===== src/rtl/dm_port_arbiter.sv =====
// dm_port_arbiter: two-port arbiter/sequencer in front of a single-port DataMemory
//   clk, resetN (async, active-low)
//   port N (0 = MEM stage, 1 = debug/DMA): reqN, weN, widthN, extN, addrN, wdataN in;
//     ackN (one-cycle pulse), errN (misaligned, valid with ack), rdataN (held until next ack) out
//   memory side: memWriteEnable, memWidthCtrl, memExtendCtrl, memAddress, memWriteData out;
//     memReadData in (combinational)
`ifndef memWidth4
`define memWidth4 2'b10
`endif
`ifndef memWidth2
`define memWidth2 2'b01
`endif
`ifndef memWidth1
`define memWidth1 2'b00
`endif
module dm_port_arbiter #(
  parameter bit FIXED_PRIORITY = 1'b1,
  parameter int STARVE_LIMIT = 8
) (
  input  logic        clk,
  input  logic        resetN,
  input  logic        req0,
  input  logic        req1,
  input  logic        we0,
  input  logic        we1,
  input  logic [1:0]  width0,
  input  logic [1:0]  width1,
  input  logic        ext0,
  input  logic        ext1,
  input  logic [31:0] addr0,
  input  logic [31:0] addr1,
  input  logic [31:0] wdata0,
  input  logic [31:0] wdata1,
  output logic        ack0,
  output logic        ack1,
  output logic        err0,
  output logic        err1,
  output logic [31:0] rdata0,
  output logic [31:0] rdata1,
  output logic        memWriteEnable,
  output logic [1:0]  memWidthCtrl,
  output logic        memExtendCtrl,
  output logic [31:0] memAddress,
  output logic [31:0] memWriteData,
  input  logic [31:0] memReadData
);
  localparam int CW = $clog2(STARVE_LIMIT + 1);
  localparam logic [CW-1:0] LIMIT = CW'(STARVE_LIMIT);
  typedef enum logic [1:0] {IDLE, ACCESS, DONE} state_t;
  state_t state, stateNext;
  logic anyReq, grant1, selWe, selExt, selMis;
  logic [1:0] selWidth;
  logic [31:0] selAddr, selWdata;
  logic winner, lastWinner, misaligned, isLoad;
  logic [CW-1:0] starveCnt;
  // port 1 wins only when it requests and either port 0 is idle or the tie-break favours it
  always_comb begin
    anyReq = req0 | req1;
    grant1 = req1 & (~req0 | (FIXED_PRIORITY ? (starveCnt == LIMIT) : ~lastWinner));
    selWe = grant1 ? we1 : we0;
    selWidth = grant1 ? width1 : width0;
    selExt = grant1 ? ext1 : ext0;
    selAddr = grant1 ? addr1 : addr0;
    selWdata = grant1 ? wdata1 : wdata0;
    selMis = (selWidth == `memWidth4 && selAddr[1:0] != 2'b00) || (selWidth == `memWidth2 && selAddr[0]);
    stateNext = state == IDLE ? (anyReq ? ACCESS : IDLE) : state == ACCESS ? DONE : IDLE;
  end
  always_ff @(posedge clk or negedge resetN)
    if (!resetN) state <= IDLE;
    else state <= stateNext;
  always_ff @(posedge clk or negedge resetN) begin
    if (!resetN) begin
      ack0 <= 1'b0;
      ack1 <= 1'b0;
      err0 <= 1'b0;
      err1 <= 1'b0;
      rdata0 <= '0;
      rdata1 <= '0;
      memWriteEnable <= 1'b0;
      memWidthCtrl <= '0;
      memExtendCtrl <= 1'b0;
      memAddress <= '0;
      memWriteData <= '0;
      winner <= 1'b0;
      lastWinner <= 1'b1;
      misaligned <= 1'b0;
      isLoad <= 1'b0;
      starveCnt <= '0;
    end else begin
      ack0 <= 1'b0;
      ack1 <= 1'b0;
      err0 <= 1'b0;
      err1 <= 1'b0;
      if (state == IDLE) begin
        // counts consecutive losses of a waiting port 1; any idle cycle of req1 forgives them
        starveCnt <= (~req1 | grant1) ? '0 : (starveCnt == LIMIT ? starveCnt : starveCnt + 1'b1);
        if (anyReq) begin
          winner <= grant1;
          lastWinner <= grant1;
          misaligned <= selMis;
          isLoad <= ~selWe;
          memWriteEnable <= selWe & ~selMis;
          memWidthCtrl <= selWidth;
          memExtendCtrl <= selExt;
          memAddress <= selAddr;
          memWriteData <= selWdata;
        end
      end
      if (state == ACCESS) begin
        memWriteEnable <= 1'b0;
        ack0 <= ~winner;
        ack1 <= winner;
        err0 <= ~winner & misaligned;
        err1 <= winner & misaligned;
        if (isLoad & ~misaligned & ~winner) rdata0 <= memReadData;
        if (isLoad & ~misaligned & winner) rdata1 <= memReadData;
      end
    end
  end
endmodule


===== config.mk =====
export PLATFORM = sky130hd
export DESIGN_NAME = dm_port_arbiter
export DESIGN_NICKNAME = d
export VERILOG_FILES = /design/src/rtl/dm_port_arbiter.sv
export SDC_FILE = /design/constraint.sdc
export NUM_CORES = 1
export LEC_CHECK = 0
export CORE_MARGIN = 10
export CORE_UTILIZATION = 40
export DETAILED_ROUTE_END_ITERATION = 12
export PLACE_DENSITY = 0.88
export SLEW_MARGIN = 20
export SYNTH_ARGS = -nofsm -noshare
export SYNTH_HDL_FRONTEND = slang
export SYNTH_SLANG_ARGS = --single-unit

===== constraint.sdc =====
create_clock -name clk -period 1.8 [get_ports clk]
set_input_delay 0.54 -clock clk [delete_from_list [all_inputs] [get_ports clk]]
set_output_delay 0.54 -clock clk [all_outputs]
set_load 0.005 [all_outputs]

## After elaboration in Yosys (flattened, before gate mapping)

Cells that the tools add are included.

| word-level totals | value |
|---|---|
| output and inout port bits | 136 |
| register bits after elaboration | 145 |
| bits of input ports | 172 |
| word-level logic and storage cells | 67 |

| operators by class | value |
|---|---|
| reduce and logical (&&, ||, !) cells | 12 |
| add/sub/neg operators | 1 |
| mux-type cells | 17 |
| bitwise operators | 16 |
| eq/ne operators | 5 |

Operators by type and width:

| kind | count |
|---|---|
| $mux 32 | 2 |
| $mux 1 | 10 |
| $reduce_and 2->1 | 5 |
| $mux 4 | 2 |
| $and 1x1->1 | 7 |
| $mux 2 | 3 |
| $not 1->1 | 6 |
| $reduce_bool 2->1 | 3 |
| $add 4x1->4 const B | 1 |
| $eq 2x1->1 const B | 2 |
| $eq 4x4->1 const B | 1 |
| $or 1x1->1 | 3 |
| $eq 2x2->1 const B | 1 |
| $logic_and 1x1->1 | 2 |
| $logic_not 2->1 | 1 |
| $ne 2x2->1 const B | 1 |
| $logic_or 1x1->1 | 1 |

## Longest topological paths before layout

Gate-level depths: netlist of the first run.

| depth | value |
|---|---|
| depth in word-level cells | 12 |
| depth in mapped cells | 8 |
| mapped depth without buffers | 6 |

## Worst setup path before layout of the first run

OpenSTA, ideal clock, no wires.

| path | value |
|---|---|
| path type | flip-flop to flip-flop |
| start point | register starveCnt[0] |
| end point | register memAddress[0] |
| required time | 1,667 ps |
| setup time | 133 ps |
| period minus slack after synthesis | 1,584 ps |
| slack | 216 ps |
| stages on the path, launching flop included | 9 |
| path buffers | 2 |
| arrival | 1,451 ps |
| path through | dfrtp_1 > inv_1 > ha_1 > nand3b_1 > a21boi_1 > buf_2 > buf_4 > mux2i_1 > o21ai_0 |

| between the ends | value |
|---|---|
| word-level cells in the longest chain between the ends | 4 |

Ends and longest elaborated chain:

| what | line | text |
|---|---|---|
| start, declared | 55 | `logic [CW-1:0] starveCnt;` |
| start signal, assigned | 96 | `starveCnt <= (~req1 \| grant1) ? '0 : (starveCnt == LIMIT ? starveCnt : starveCnt + 1'b1);` |
| $eq 4x4->1 | 59 | `grant1 = req1 & (~req0 \| (FIXED_PRIORITY ? (starveCnt == LIMIT) : ~lastWinner));` |
| $or 1x1->1 | 59 |  |
| $and 1x1->1 | 59 |  |
| $mux 32 | 63 | `selAddr = grant1 ? addr1 : addr0;` |
| end signal, assigned | 105 | `memAddress <= selAddr;` |
| end, declared | 43 | `output logic [31:0] memAddress,` |

No other way between the ends.
A chain may end at the register's enable or synchronous reset.

## Worst setup path in the final report of the first run

| path | value |
|---|---|
| start point | register starveCnt[1] |
| end point | register memWriteData[28] |

| between the ends | value |
|---|---|
| word-level cells in the longest chain between the ends | 4 |

Ends and longest elaborated chain:

| what | line | text |
|---|---|---|
| $eq 4x4->1 | 59 |  |
| $or 1x1->1 | 59 |  |
| $and 1x1->1 | 59 |  |
| $mux 32 | 64 | `selWdata = grant1 ? wdata1 : wdata0;` |
| end signal, assigned | 106 | `memWriteData <= selWdata;` |
| end, declared | 44 | `output logic [31:0] memWriteData,` |

No other way between the ends.

==> results of run 1 <==
[timing repair]
item | 4_1_cts | 5_1_grt
buffers inserted | 7 | 5
cloned | 0 | 6
endpoints found under the setup margin | 167 | 47
pin swaps | 1 | 6
gates resized for setup | 140 | 37
hold buffers | 0 | 0
[metal layers]
metal / up-vias / wire, um / part of all wire (%) / track usage (%)
met5: - / 13 / 0.061 / 0
met4: 2 / 207 / 0.97 / 4.65
met3: 18 / 1820 / 8.6 / 8.69
met2: 216 / 10900 / 51 / 33.0
met1: 2449 / 8350 / 39 / 21.2
li1: 2420 / - / - / -
[layout make-up]
class | instances | area [um2]
Multi-Input combinational cell | 314 | 2470
Inverter | 5 | 18.8
Fill cell | 1150 | 4800
Tap cell | 211 | 264
Sequential cell | 145 | 3630
Timing Repair Buffer | 355 | 3530
Clock buffer | 19 | 443
Clock inverter | 13 | 153
[worst max path at each step]
stage	cells past startpoint	slack (ps)	endpoint
finish	8	-20	memWriteData[28]$_DFFE_PN0P_
global route	8	-100	memWriteData[5]$_DFFE_PN0P_
CTS	8	8	memWriteData[26]$_DFFE_PN0P_
detailed placement	6	-260	memWriteData[10]$_DFFE_PN0P_
global placement	6	-210	memWriteData[8]$_DFFE_PN0P_
floorplan	8	220	memAddress[0]$_DFFE_PN0P_
[where the power goes]
group	internal (mW)	leakage [nW]	switching (mW)
logic	3.45	2.84	2.65
clock network	2.11	0.292	1.43
registers	4.79	1.79	0.790
total	10.3	4.92	4.87
[worst max-delay path: stages, from the launching register on]
cell and delay [ps]:
dfrtp_1 400, inv_2 80, ha_4 120, nand3b_1 150
a21boi_4 290, buf_12 200, clkbuf_16 170, mux2i_1 190
o21ai_0 90
[synthesized netlist by cell type]
cell type and instances:
mux2_4 30, o21ai_1 1, dfrtp_1 145, nand3b_1 1
o22ai_1 3, buf_12 3, o21ai_2 1, clkbuf_1 9
mux2_1 3, nand2b_1 2, nor4_1 2, a21o_1 1
nand3b_4 1, mux2_2 32, and2_1 1, nand2_1 75
nor2_1 3, and2_4 1, o21ai_0 73, buf_6 4
a211o_1 1, and3b_1 1, nand3_1 2, buf_1 2
and3_2 1, nand4_1 1, buf_4 7, o21a_1 1
nor3b_1 1, a21boi_1 1, buf_2 5, inv_1 5
nor2b_4 1, ha_1 2, mux2i_1 68, and2b_2 1
nor3_1 2, a21oi_1 1
[cell usage in the layout (no fill, tap or decap), types with 12 or more instances in the layout]
| cell type | n |
|---|---|
| clkdlybuf4s50_1 | 170 |
| dfrtp_1 | 145 |
| dlygate4sd2_1 | 136 |
| nand2_1 | 75 |
| mux2i_1 | 63 |
| o21ai_0 | 48 |
| mux2_2 | 32 |
| mux2_4 | 30 |
| buf_4 | 28 |
| o21ai_1 | 25 |
| clkbuf_16 | 22 |
| buf_12 | 12 |
[state kept, by name, indices dropped and copies added (netlist names), 2 cells and up]
register	cells
state	2
starveCnt	4
rdata0	32
memAddress	32
memWidthCtrl	2
rdata1	32
memWriteData	32
[cells by family (layout without fill, tap and decap cells)]
| kind of cell | after synthesis | in the layout | share of synthesized area (%) |
|---|---|---|---|
| buf+inv | 35 | 392 | 3.86 |
| fa+ha+maj | 2 | 2 | 0.398 |
| flops | 145 | 145 | 57.7 |
| simple gates | 96 | 96 | 6.88 |
| compound gates | 83 | 83 | 6.90 |
| mux | 133 | 133 | 24.3 |
==> reports/metrics.yaml, run 1 <==
global_routing:
  grt_pass1_wl_um: 32000
  overflow: 0
  grt_pass1_vias: 5541
  antenna_found_initial: 1
  grt_max_degree: 54
  grt.total_usage_pct: 19.2
sta:
  fmax_mhz: 551
  worst_pin_slew_ps: 378
  slew_viol_final: 0
  rsz0062_at_grt: "true"
  slew_headroom_pct: 74.8
  skew_ps: 6.29
  fin_ws_ps: -15.3
  finalHoldViolCount: 0
  finalCritPeriodShare_pct: 101
  setup_viol: 6
  hold_slack_ps: 26.0
  setup_tns_ps: -42.6
  fin_crit_ps: 1820
synthesis:
  yosysSeqAreaShare_pct: 57.7
  ys_ff_latch: 145
  syn-num-nets: 668
  ys_top_cells_by_area: "dfrtp_1 (58%), mux2i_1 (11%), mux2_4 (7.2%)"
  syn_area_per_cell_um2: 12.7
  synth_cells: 494
  ys_warn_count: 0
  synth_top_area_cell: "dfrtp_1"
  synth_area_um2: 6290
  synth_top_area_share_pct: 57.7
  synth_cell_types: 38
worst_setup_path:
  critPathCaptureType: "flip-flop"
  r2r_start: "starveCnt[1]$_DFFE_PN0P_"
  start_kind: "flip-flop"
  critPathKind: "reg -> reg"
  timing.rr.end: "memWriteData[28]$_DFFE_PN0P_"
  arrival_ps: 2100
  rrSetupSlack_ps: -20
  cp.required_ps: 2090
  r2r_cells: 8
  startpoint: "starveCnt[1]$_DFFE_PN0P_"
  crit_fanout: 8
final_layout:
  antennaDiodeCount: 0
  fin_cells: 1062
  fin_util_pct: 68.6
  drive_above_1_share_pct: 18.7
  design_area_um2: 10500
  fin_nets: 1012
  syn_to_final_growth_pct: 67.2
clock_tree:
  cts_tree: "built"
  cts_made_buffers: 17
  cts-root-buf: "clkbuf_16"
  clock_latency_ps: 410
  clkTransAtPathRegs_ps: 60
  clk_path_buf_depth: 2
  cts_sinks: 145
  cts_htree_levels: 4
route:
  drtIter0Drc: 214
  vias: 5105
  routed_wl_um: 21300
  routed_via_density: 4.81
  firstDrtPassIters: 4
  ant_nets: 0
  drc: 0
  wl_per_cell_um: 20.0
outcome:
  violations: "setup timing"
  outcome: "finished, violations left"
placed_design:
  dpl.cell_count: 1012
  post-place-ws_ps: -262
  place.gp.congestion: 0.795
  placed_cell_area_um2: 9800
  hpwl_um: 16400
  port_buffers: 307
pwr:
  p_leak_nw: 4.92
  max-vdd-ir-drop_v: 0.000684
  p_total_mw: 15.2
  power.density_nw_per_um2: 1450
floorplanning:
  start_util_pct: 41.1
  die_y_um: 145
  die_x_um: 145
  ios: 308
  placeableCoreArea_um2: 15300
  core.rowCount: 45
  die_area_um2: 21100
flow_run:
  drv_cap: 0
min_path:
  hold_class: "in -> async"
Power figures use the tool's default switching activity.
==> run 2: changes to the inputs <==
--- a/config.mk
+++ b/config.mk
@@ -9,6 +9,7 @@
 export CORE_UTILIZATION = 40
 export DETAILED_ROUTE_END_ITERATION = 12
 export PLACE_DENSITY = 0.88
+export SETUP_SLACK_MARGIN = 0.5
 export SLEW_MARGIN = 20
 export SYNTH_ARGS = -nofsm -noshare
 export SYNTH_HDL_FRONTEND = slang
==> reports/metrics.yaml, run 2 (synthesis results as in run 1) <==
sta:
  fin_crit_ps: 1800  # -19.6 ps
  skew_ps: 13.2  # +6.96 ps
  finalHoldViolCount: 0  # unchanged
  worst_pin_slew_ps: 331  # -47.6 ps
  finalCritPeriodShare_pct: 99.8  # -1.1 points
  hold_slack_ps: 474  # +448 ps
  slew_headroom_pct: 77.9  # +3.2 points
  setup_viol: 0  # -6
  slew_viol_final: 0  # unchanged
  fmax_mhz: 557  # +1.1%
  rsz0062_at_grt: "true"
floorplanning:
  core.rowCount: 45  # unchanged
  start_util_pct: 41.1  # unchanged
  ios: 308  # unchanged
  die_x_um: 145  # unchanged
  die_area_um2: 21100  # unchanged
  die_y_um: 145  # unchanged
  placeableCoreArea_um2: 15300  # unchanged
clock_tree:
  clkTransAtPathRegs_ps: 60  # about the same
  cts-root-buf: "clkbuf_16"
  cts_tree: "built"
  cts_sinks: 145  # unchanged
  clk_path_buf_depth: 2  # unchanged
  cts_htree_levels: 4  # unchanged
  clock_latency_ps: 420  # about the same
  cts_made_buffers: 17  # unchanged
worst_setup_path:
  cp_cell_sequence: "inv_1 -> ha_1 -> nand3b_1 -> a21boi_4 -> buf_12 -> buf_12 -> buf_6 -> mux2i_1 -> o21ai_1"
  critPathKind: "reg -> reg"
  cp.required_ps: 2090  # about the same
  crit_fanout: 6  # -2
  arrival_ps: 2090  # about the same
  slowest_stage: "dfrtp_1"
  critPathTopFamily: "buffers and inverters"
  start_kind: "flip-flop"
  cp.buffers_inverters: 4  # +1
  slowest_delay_ps: 380  # -20 ps
  critPathCaptureType: "flip-flop"
  crit_top_cell: "buf_12"
route:
  wl_per_cell_um: 21.7  # +8.5%
  drtIter0Drc: 199  # -7.0%
  firstDrtPassIters: 4  # unchanged
  vias: 5775  # +13%
  drc: 0  # unchanged
  routed_via_density: 4.89  # +1.6%
  ant_nets: 0  # unchanged
  routed_wl_um: 25700  # +21%
placed_design:
  placed_cell_area_um2: 10000  # +2.1%
  port_buffers: 307  # unchanged
  place.gp.congestion: 0.815  # +2.6%
  dpl.cell_count: 1022  # +0.99%
  hpwl_um: 17000  # +3.4%
global_routing:
  grt_pass1_vias: 6061  # +9.4%
  grt_max_degree: 43  # -20%
  antenna_found_initial: 0  # -1
  overflow: 0  # unchanged
  grt.total_usage_pct: 22.1  # +3.0 points
  grt_pass1_wl_um: 36500  # +14%
pwr:
  p_total_mw: 17.8  # +17%
  max-vdd-ir-drop_v: 0.000780  # +14%
  p_leak_nw: 5.58  # +13%
  power.density_nw_per_um2: 1560  # +8.1%
flow_run:
  drv_cap: 0  # unchanged
final_layout:
  fin_cells: 1182  # +11%
  final_cell_mix: "clkdlybuf4s50_1 (168), dfrtp_1 (145), buf_2 (128)"
  final_common_cell: "clkdlybuf4s50_1"
  syn_to_final_growth_pct: 81.3
  antennaDiodeCount: 0  # unchanged
  drive_above_1_share_pct: 43.4  # +25 points
  design_area_um2: 11400  # +8.4%
  fin_nets: 1132  # +12%
  fin_util_pct: 74.4  # +5.8 points
outcome:
  outcome: "complete, no violations"
min_path:
  hold_class: "reg -> reg"
==> run 2: cell count changes in the layout (fill, tap and decap cells not counted), sizes merged <==
| cell | previous run | this run |
|---|---|---|
| dlygate4sd2 | 136 | 2 |
| dlygate4sd3 | 0 | 1 |
| bufinv | 2 | 3 |
| clkinv | 5 | 6 |
| clkdlybuf4s50 | 170 | 168 |
| clkbuf | 24 | 21 |
| buf | 44 | 301 |
| inv | 10 | 9 |
==> run 2: routing by layer <==
layer,vias to the layer above,track usage (%),wire length (um)
li1,2647,-,-
met1,2838,24.3,9650
met2,265,38.0,13200
met3,25,10.0,2420
met4,0,5.92,350
met5,-,0,0
==> run 2: per-stage QoR <==
step | setup TNS [ps] | setup WS [ps]
floorplan | 0 | 252
global placement | -12020 | -241
detailed placement | -16100 | -297
CTS | -24.1 | -7.93
global route | -4090 | -114
finish | 0 | 4.29
==> run 2: path summary, 6_finish.rpt <==
kind / startpoint / end / slack (ps) / cells past startpoint
min: memAddress[13]$_DFFE_PN0P_ / memAddress[13]$_DFFE_PN0P_ / 470 / 2
min in group asynchronous: resetN / rdata1[3]$_DFFE_PN0P_ / 580 / 2
min reg2reg: memAddress[13]$_DFFE_PN0P_ / memAddress[13]$_DFFE_PN0P_ / 470 / 2
max: starveCnt[1]$_DFFE_PN0P_ / memAddress[15]$_DFFE_PN0P_ / 4 / 9
max reg2reg: starveCnt[1]$_DFFE_PN0P_ / memAddress[15]$_DFFE_PN0P_ / 4 / 9
max in group asynchronous: resetN / rdata0[13]$_DFFE_PN0P_ / 670 / 3
==> run 2: worst min-delay path, stage by stage (launching register included) <==
cell and delay, ps:
dfrtp_1 340, nand2_1 40, o21ai_0 60
==> run 2: layout make-up <==
cell class	instances	area, um2
multi-input cells	314	2640
flip-flops and latches	145	3630
inverters	5	18.8
clock buffers	18	429
repair buffers	475	4240
well taps	211	264
fillers	953	3910
clock inverters	14	180
==> run 2: report_power, final <==
part	leakage (nW)	switching (mW)	internal, mW
registers	1.79	0.921	4.79
logic	3.49	3.45	4.99
clock network	0.297	1.47	2.21
total	5.58	5.84	12.0
==> run 2: what timing repair did <==
action / 4_1_cts / 5_1_grt
pin swaps: 3 / 6
hold buffers: 1 / 0
gates resized for setup: 628 / 30
hold endpoints to repair: 10 / 0
buffers inserted: 78 / 38
gates cloned: 8 / 3
endpoints found under the setup margin: 274 / 275
